### config.mk
export PLATFORM = sky130hd
export DESIGN_NAME = cia_eclock_bus
export DESIGN_NICKNAME = d
export VERILOG_FILES = /design/src/rtl/cia_eclock_bus.sv
export SDC_FILE = /design/constraint.sdc
export NUM_CORES = 1
export LEC_CHECK = 0
export ABC_CLOCK_PERIOD_IN_PS = 2000
export BUFFER_PORTS_ARGS = -buffer_cell sky130_fd_sc_hd__buf_4
export CAP_MARGIN = 5
export CORE_AREA = 2 2 51 65
export DETAILED_ROUTE_END_ITERATION = 10
export DIE_AREA = 0 0 53 67
export GPL_ROUTABILITY_DRIVEN = 0
export PLACE_DENSITY = 0.79
export SLEW_MARGIN = 20
export SYNTH_ARGS = -nofsm -noshare
export SYNTH_HDL_FRONTEND = slang
export SYNTH_SLANG_ARGS = --single-unit
export TNS_END_PERCENT = 10
### constraint.sdc
create_clock -name clk -period 2 [get_ports clk]
set_clock_uncertainty 0.05 [all_clocks]
set_input_delay 0.3 -clock clk [delete_from_list [all_inputs] [get_ports clk]]
set_output_delay 0.3 -clock clk [all_outputs]
set_load 0.01 [all_outputs]
### src/rtl/cia_eclock_bus.sv
// cia_eclock_bus: E-clock synchronous bus sequencer for the CIA peripherals.
// Rebuilds the E phase from the one-cycle e pulse, parks each CPU request
// until the next E-high window, drives the CIA for exactly that window and
// completes with a four-phase req/ack handshake.
module cia_eclock_bus #(
    parameter int unsigned EDIV  = 10,
    parameter int unsigned EHIGH = 4
) (
    input  logic       clk,
    input  logic       reset,
    input  logic       e,
    input  logic       req,
    input  logic       rw,
    input  logic [3:0] addr,
    input  logic [7:0] din,
    output logic [7:0] dout,
    output logic       ack,
    output logic       eclk,
    output logic       synced,
    output logic       cia_sel,
    output logic       cia_rw,
    output logic [3:0] cia_addr,
    output logic [7:0] cia_wdata,
    input  logic [7:0] cia_rdata
);

    localparam logic [3:0] P_LAST = 4'(EDIV - 1);
    localparam logic [3:0] P_HIGH = 4'(EDIV - EHIGH);
    localparam logic [3:0] P_PRE  = 4'(EDIV - EHIGH - 1);
    localparam logic [3:0] C_LAST = 4'(EHIGH - 1);

    localparam logic [1:0] S_IDLE   = 2'd0;
    localparam logic [1:0] S_WAIT   = 2'd1;
    localparam logic [1:0] S_ACCESS = 2'd2;
    localparam logic [1:0] S_DONE   = 2'd3;

    logic [3:0] p;
    logic [3:0] p_next;
    logic       primed;
    logic [1:0] state;
    logic [1:0] state_n;
    logic [3:0] cnt;
    logic       accept;
    logic       last_beat;

    assign accept    = (state == S_IDLE) && req && synced;
    assign last_beat = (state == S_ACCESS) && (cnt == C_LAST);

    // Next phase: an e pulse forces phase 0, otherwise count and wrap.
    always_comb begin
        p_next = p + 4'd1;
        if (e || (p == P_LAST)) begin
            p_next = 4'd0;
        end
    end

    // Phase register; eclk is registered from the next phase so it lines up with p.
    always_ff @(posedge clk) begin
        if (reset) begin
            p    <= 4'd0;
            eclk <= 1'b0;
        end else begin
            p    <= p_next;
            eclk <= (p_next >= P_HIGH);
        end
    end

    // Lock tracking: the first e after reset only primes, later pulses must land on the last phase.
    always_ff @(posedge clk) begin
        if (reset) begin
            primed <= 1'b0;
            synced <= 1'b0;
        end else if (e) begin
            primed <= 1'b1;
            synced <= primed && (p == P_LAST);
        end else if (p == P_LAST) begin
            synced <= 1'b0;
        end
    end

    // Access sequencing: park until the cycle before E goes high, hold for EHIGH beats, then handshake.
    always_comb begin
        state_n = state;
        case (state)
            S_IDLE:   if (accept)        state_n = S_WAIT;
            S_WAIT:   if (p == P_PRE)    state_n = S_ACCESS;
            S_ACCESS: if (cnt == C_LAST) state_n = S_DONE;
            S_DONE:   if (!req)          state_n = S_IDLE;
            default:                     state_n = S_IDLE;
        endcase
    end

    // State, window beat counter and the registered state-decoded strobes.
    always_ff @(posedge clk) begin
        if (reset) begin
            state   <= S_IDLE;
            cnt     <= 4'd0;
            cia_sel <= 1'b0;
            ack     <= 1'b0;
        end else begin
            state   <= state_n;
            cnt     <= (state == S_ACCESS) ? cnt + 4'd1 : 4'd0;
            cia_sel <= (state_n == S_ACCESS);
            ack     <= (state_n == S_DONE);
        end
    end

    // Request fields are captured once at acceptance and held through the access.
    always_ff @(posedge clk) begin
        if (reset) begin
            cia_rw    <= 1'b1;
            cia_addr  <= 4'd0;
            cia_wdata <= 8'd0;
        end else if (accept) begin
            cia_rw    <= rw;
            cia_addr  <= addr;
            cia_wdata <= din;
        end
    end

    // Read data is taken in the last window beat and held until the next read.
    always_ff @(posedge clk) begin
        if (reset) begin
            dout <= 8'd0;
        end else if (last_beat && cia_rw) begin
            dout <= cia_rdata;
        end
    end

endmodule

# ---- Word-level counts from Yosys, hierarchy flattened
# Index checks and enable logic that the tools add are counted.
dict set report word_totals {
  register_bits 36
  latch_bits 0
  ram_bits 0
  rom_bits 0
  out_inout_bits 25
  memories 0
}
dict set report op_classes {
  add_sub_neg 2
  n_mul 0
  div_mod_pow 0
  n_lt_le_gt_ge 1
  eq_ne 8
  shifts 0
  muxes 8
  bitwise_logic 1
  reduce_logical 9
}
# op n
set op_table {}
lappend op_table {{$add A4 B1 Y4 const B} 2}
lappend op_table {{$eq A2 B2 Y1 const B} 4}
lappend op_table {{$mux W2} 4}
lappend op_table {{$pmux W2 S4} 1}
lappend op_table {{$logic_and A1 B1 Y1} 5}
lappend op_table {{$eq A4 B2 Y1 const B} 1}
lappend op_table {{$eq A4 B3 Y1 const B} 1}
lappend op_table {{$eq A4 B4 Y1 const B} 1}
lappend op_table {{$ge A4 B3 Y1 const B} 1}
lappend op_table {{$mux W4} 1}
lappend op_table {{$eq A2 B1 Y1 const B} 1}
lappend op_table {{$logic_not A2 Y1} 1}
lappend op_table {{$mux W1} 2}
lappend op_table {{$reduce_bool A2 Y1} 1}
lappend op_table {{$reduce_or A2 Y1} 1}
lappend op_table {{$logic_or A1 B1 Y1} 1}
lappend op_table {{$not A1 Y1} 1}

# ---- Longest topological paths before layout
# Gate-level depths: netlist (run 1).
dict set report logic_depth {
  ltp_word 6
  ltp_mapped 5
}

# ---- Worst setup path after synthesis (run 1)
# OpenSTA, ideal clock, no wires.
dict set report synth_path {
  kind {register -> register}
  from {register p[1]}
  to {register synced}
  setup_time_ns 0.066
  t_arrival_ns 1.217
  t_required_ns 1.884
  slack_ns 0.667
  path_stages_with_launch 6
  path_buffers 0
  cell_sequence {dfxtp_1 -> inv_1 -> ha_1 -> and3b_1 -> or3b_1 -> a21oi_2}
}
dict set report synth_between {
  elab_chain_cells 3
  word_cells_on_any_way 4
}
# item line
set synth_rtl {}
lappend synth_rtl {{from (decl)} 37} ;# logic [3:0] p;
lappend synth_rtl {{from (signal assigned)} 63} ;# p <= p_next;
lappend synth_rtl {{$eq A4 B4 Y1 (*)} {75, 76}}
lappend synth_rtl {{$logic_and A1 B1 Y1} 75} ;# synced <= primed && (p == P_LAST);
lappend synth_rtl {{$mux W1} 73} ;# end else if (e) begin
lappend synth_rtl {{to (signal assigned)} 75}
lappend synth_rtl {{to (decl)} 19} ;# output logic synced,
# Mark *: on every way between the ends. The rest lies on a longest branch, timed or not.
# A chain may end at the register's enable or synchronous reset.

# ---- Final worst setup path (run 1)
# Same ends and word-level chain as after synthesis.

==> results of run 1 <==
==> registers in the layout, summed over array words and instances, names as in the netlist <==
name and flops:
eclk 1, cia_sel 1, cia_addr 4, cnt 4
synced 1, dout 8, cia_wdata 8, primed 1
p 4, state 2, cia_rw 1, ack 1
==> through the flow <==
| step | power, mW | hold slack [ns] | cells | utilization [%] | setup WS [ns] |
|---|---|---|---|---|---|
| after floorplan | 0.765 | 0.366 | 156 | - | 0.667 |
| after global placement | 0.805 | 0.377 | 235 | 63.5 | 0.617 |
| after detailed placement | 0.808 | 0.391 | 235 | 63.5 | 0.583 |
| after CTS | 1.16 | 0.102 | 242 | 65.1 | 0.552 |
| after global routing | 1.19 | 0.125 | 242 | 65.1 | 0.415 |
| final | 1.15 | 0.114 | 242 | 65.1 | 0.558 |
==> path summary, 6_finish.rpt <==
path	end	slack, ns	depth (start not counted)
setup / recovery	synced$_SDFFE_PP0P_	0.56	5
hold / removal	cia_rw$_SDFFE_PP1P_	0.11	3
setup reg to reg	synced$_SDFFE_PP0P_	0.56	5
hold reg to reg	cnt[0]$_SDFF_PP0_	0.40	1
==> critical path: cells and delay by family, from the launching register on <==
family / cells / cell delay [ns]
buffers and inverters: 1 / 0.06
flip-flops: 1 / 0.38
AND/OR/NAND/NOR: 2 / 0.56
AO/OA/AOI/OAI: 1 / 0.13
adder cells (fa/ha/maj): 1 / 0.20
==> where the power goes <==
part	total (mW)	switching (mW)	leakage, nW	internal [mW]
clock	0.355	0.226	0.0281	0.129
sequential	0.724	0.00353	0.290	0.720
combinational	0.0669	0.0244	0.466	0.0425
total	1.15	0.254	0.785	0.892
==> final cells by class <==
cell class / instances / area, um^2 / share of cell area [%]
multi-input combinational: 110 / 682 / 36.3
tap: 36 / 45.0 / 2.40
timing repair buffer: 50 / 375 / 20.0
clock buffer: 6 / 41.3 / 2.20
inverter: 3 / 11.3 / 0.599
clock inverter: 1 / 5.00 / 0.266
sequential: 36 / 721 / 38.3
==> cell usage after synthesis <==
cell type and number:
buf_2 3, a31o_2 1, dfxtp_1 36, inv_1 3, clkbuf_1 2, or3b_2 1
a22oi_1 1, mux2i_1 8, nand4bb_1 3, a21oi_2 1, and4bb_2 1, or3b_1 1
and3b_1 3, nand2_1 27, a21oi_1 14, o21ai_0 2, nor2_1 12, and3b_2 1
and2_0 1, nand3b_1 1, nor3b_1 2, buf_4 2, or3_4 1, nand2b_1 16
o21bai_1 1, o22a_1 1, ha_1 3, nand3_1 3, xnor2_1 2, xor2_1 2
o22ai_1 1
==> per-layer routing <==
layer,vias up,track usage [%],share of wire [%]
met3,7,4.71,4.9
met4,0,12.5,2.4
met5,-,0,0
met2,27,33.1,53
li1,619,-,-
met1,556,19.1,40
==> logic make-up after synthesis <==
| kind of cell | synth area share [%] |
|---|---|
| muxes | 5.52 |
| DFF | 49.7 |
| adders and majority gates | 2.59 |
| buffers and inverters | 3.36 |
| and+or+nand+nor | 27.7 |
| AOI/OAI and AO/OA | 8.79 |
| xor gates and xnor gates | 2.41 |
==> flow_summary.toml, run 1 <==
[synthesis]
syn-num-nets = 184
synth_seq_cells = 36
synth_area_leaders = "dfxtp_1, nand2_1, nand2b_1, mux2i_1, a21oi_1"
post_synth.cell_area_avg_um2 = 9.30
ys_warn_count = 0
synth.distinct_cells = 31
synth_top_cell_by_area = "dfxtp_1"
synth_area_um2 = 1450
synth_top_area_share_pct = 49.7
ys_seq_area_share_pct = 49.7
netlist_instances = 156

[global_routing]
globalRouteTotalUtil_pct = 18.9
antenna_found_initial = 0
first_global_vias = 1173
overflow = 0
grt_pass1_wl_mm = 4.76
grt_max_degree = 36

[pwr]
p_leak_nw = 0.785
peakVddDrop_mv = 0.563
power_density_nw_per_um2 = 609

[place]
port_buffers = 49
place_area_um2 = 1830
hpwl_mm = 2.19

[sta]
maxSlewHeadroom_pct = 66.3
tightest_slew_ns = 0.503
timing.final.max_slew_violations = 0
rsz0062_at_grt = "no"
fin_tns_setup_ns = 0
fin_crit_sh_pct = 72.1
setup-violations-final = 0
hold_viol = 0
fin_crit_ns = 1.44
max_freq_ghz = 0.693

[setup_path]
criticalPathCategory = "flop to flop"
crit_required_ns = 2.24
reg2reg_from = "p[1]$_SDFF_PP0_"
max_stage_delay_ns = 0.38
end_kind = "flop"
crit_path_cell_trace = "inv_1 > ha_1 > and3b_1 > or3b_1 > a21oi_2"
critPathLaunchType = "flop"
crit_path_max_fanout = 4
startpoint = "p[1]$_SDFF_PP0_"
slowest_stage = "dfxtp_1"
arrival_ns = 1.68

[detailed_routing]
ant_nets = 0
vias_per_cell = 5.00
vias = 1209
drt-initial-drc-count = 21
dr.pass1.iters = 3
routed_wl_mm = 2.96
wl_per_cell_um = 12.2
drc_errors = 0

[clock_network]
ctsHoldBuffers = 0
cts_resized = 0
htreeDepth = 2
numCtsBuffers = 5
clkSinkCount = 36
tritoncts = "done"
cts_buffer_depth = 2
cts_setup_buffers = 0
clockRootBuffer = "clkbuf_4"
clk_pin_slew_ns = 0.10
worstSkewPairLatency_ns = 0.34

[cells_and_area]
final_cell_mix = "buf_4, dfxtp_1, nand2_1"
design_area_um2 = 1880
antenna_cells = 0
nNetsFinal = 234
nFillCells = 258
syn_to_final_growth_pct = 29.6
drive_above_1_share_pct = 30.1
final_common_cell = "buf_4"

[floorplan]
core_area_um2 = 2890
io_pins = 50
die_h_um = 67
start_util_pct = 50.2
dieArea_um2 = 3550
die_w_um = 53
placementRows = 22

[min_path]
hold_class = "input pin to flop"
hold_path_startpoint = "rw"

[flow_run]
cap_viol_max_count = 0

[status]
outcome = "complete, no violations"
No activity file was read; power rests on OpenSTA's default activity.
==> run 2: changes to the inputs <==
--- a/config.mk
+++ b/config.mk
@@ -5,14 +5,15 @@
 export SDC_FILE = /design/constraint.sdc
 export NUM_CORES = 1
 export LEC_CHECK = 0
-export ABC_CLOCK_PERIOD_IN_PS = 2000
+export ABC_AREA = 1
+export ABC_CLOCK_PERIOD_IN_PS = 1400
 export BUFFER_PORTS_ARGS = -buffer_cell sky130_fd_sc_hd__buf_4
 export CAP_MARGIN = 5
-export CORE_AREA = 2 2 51 65
+export CORE_AREA = 2 2 52 66
 export DETAILED_ROUTE_END_ITERATION = 10
-export DIE_AREA = 0 0 53 67
+export DIE_AREA = 0 0 54 68
 export GPL_ROUTABILITY_DRIVEN = 0
-export PLACE_DENSITY = 0.79
+export PLACE_DENSITY = 0.75
 export SLEW_MARGIN = 20
 export SYNTH_ARGS = -nofsm -noshare
 export SYNTH_HDL_FRONTEND = slang
==> constraint.sdc (replaced) <==
create_clock -name clk -period 1.4 [get_ports clk]
set_clock_uncertainty 0.05 [all_clocks]
set_input_delay 0.21 -clock clk [delete_from_list [all_inputs] [get_ports clk]]
set_output_delay 0.21 -clock clk [all_outputs]
set_load 0.01 [all_outputs]
==> flow_summary.toml, run 2 <==
[sta]
hold_viol = 0
tightest_slew_ns = 0.444
hold_slack_ns = 0.0717
fin_crit_ns = 1.25
rsz0062_at_grt = "no"
timing.final.max_slew_violations = 0
maxSlewHeadroom_pct = 70.4
fin_crit_sh_pct = 89.6
setup-violations-final = 0
fin_tns_setup_ns = 0
max_freq_ghz = 0.797

[cells_and_area]
syn_to_final_growth_pct = 35.1
antenna_cells = 0
final_common_cell = "nor2_1"
top_regs = "cia_wdata x8, dout x8"
final_cell_mix = "nor2_1, buf_4, dfxtp_1"
drive_above_1_share_pct = 27.9
nNetsFinal = 267

[setup_path]
crit_path_max_fanout = 10
slowest_stage = "dfxtp_2"
crit_buf_inv = 1
crit_path_cell_trace = "nor2_2 > nand3_2 > buf_4 > o21ai_0 > nor2_1"
end_kind = "flop"
arrival_ns = 1.38
critPathLaunchType = "flop"
max_stage_delay_ns = 0.35
criticalPathCategory = "flop to flop"
crit_required_ns = 1.53
crit_family = "simple AND/OR/NAND/NOR gates"

[synthesis]
synth.top_cells.by_count = "nor2_1, dfxtp_1, nand2_1, inv_1, o21ai_0"
yosysMostFrequentCell = "nor2_1"
synth_seq_cells = 36
post_synth.cell_area_avg_um2 = 7.61
syn-num-nets = 214
synth_top_cell_by_area = "dfxtp_1"
synth_area_um2 = 1420
synth_edf_count = 0
synth-async-reset-ratio_pct = 0
synth_top_flop_cell = "dfxtp_1"
synth_area_leaders = "dfxtp_1, nor2_1, nand2_1, inv_1, o21ai_0"
ys_warn_count = 0
ys_seq_area_share_pct = 50.9
netlist_instances = 186
synth_top_area_share_pct = 50.9
synth.distinct_cells = 22

[detailed_routing]
ant_nets = 0
vias = 1253
dr.pass1.iters = 4
wl_per_cell_um = 10.3
drc_errors = 0
drt-initial-drc-count = 23
vias_per_cell = 4.52
routed_wl_mm = 2.86

[clock_network]
cts_setup_buffers = 0
clockRootBuffer = "clkbuf_8"
htreeDepth = 2
worstSkewPairLatency_ns = 0.28
tritoncts = "done"
numCtsBuffers = 5
clk_pin_slew_ns = 0.07
cts_buffer_depth = 2
clkSinkCount = 36

[pwr]
power_density_nw_per_um2 = 1010
p_leak_nw = 0.921
peakVddDrop_mv = 0.822

[place]
port_buffers = 49
hpwl_mm = 2.09

[floorplan]
io_pins = 50
core_area_um2 = 3110
start_util_pct = 45.6
dieArea_um2 = 3670
die_h_um = 68
die_w_um = 54
placementRows = 23

[global_routing]
antenna_found_initial = 0
overflow = 0
first_global_vias = 1121
grt_pass1_wl_mm = 4.52
globalRouteTotalUtil_pct = 17.2
grt_max_degree = 18

[min_path]
hold_class = "input pin to flop"

[flow_run]
cap_viol_max_count = 0

[status]
outcome = "complete, no violations"
## run 2: final timing paths
check | startpoint | endpoint | slack, ns | depth (start not counted)
min reg2reg | cnt[0]$_SDFF_PP0_ | cnt[0]$_SDFF_PP0_ | 0.41 | 1
max reg2reg | state[1]$_SDFF_PP0_ | cia_addr[0]$_SDFFE_PP0P_ | 0.15 | 5
max | state[1]$_SDFF_PP0_ | cia_addr[0]$_SDFFE_PP0P_ | 0.15 | 5
min | reset | state[0]$_SDFF_PP0_ | 0.07 | 2
## run 2: kinds of logic after synthesis
family	synth area share (%)
AO/OA/AOI/OAI	7.77
XOR/XNOR	1.24
adder cells (fa/ha/maj)	2.65
buffers and inverters	8.74
flip-flops	50.9
AND/OR/NAND/NOR	28.7
## run 2: timing repair
| action | in CTS | in global routing |
|---|---|---|
| endpoints found under the hold margin | 0 | 0 |
| setup endpoints to repair | 0 | 19 |
| hold buffers | 0 | 0 |
| gates resized for setup | 0 | 5 |
## run 2: through the flow
stage	cell area, um^2	power (mW)	setup slack [ns]	utilization [%]	std cells
4_1_cts	1900	1.96	0.0860	61.2	277
5_1_grt	1910	2.03	0.0149	61.6	277
2_1_floorplan	1420	1.14	0.241	-	186
3_3_place_gp	1810	1.21	0.156	58.3	269
3_5_place_dp	1810	1.21	0.102	58.3	269
6_report	1910	1.94	0.146	61.6	277
## run 2: layer usage
layer / part of all wire, % / wire (um) / up-vias / track usage, %
met5: 0 / 0 / - / 0
met4: 2.1 / 59 / 0 / 8.44
met3: 6.6 / 188 / 6 / 6.77
met2: 52 / 1480 / 30 / 29.7
met1: 40 / 1140 / 544 / 17.6
li1: - / - / 673 / -
## run 2: area by class of cell
cell class	count	area, um^2
well taps	37	46.3
clock buffers	8	90.1
fillers	289	1190
inverters	24	93.8
repair buffers	51	383
flip-flops and latches	36	723
multi-input cells	121	577
## run 2: power breakdown
| part | switching [mW] | internal [mW] |
|---|---|---|
| clock | 0.346 | 0.401 |
| sequential | 0.0144 | 1.04 |
| combinational | 0.0634 | 0.0726 |
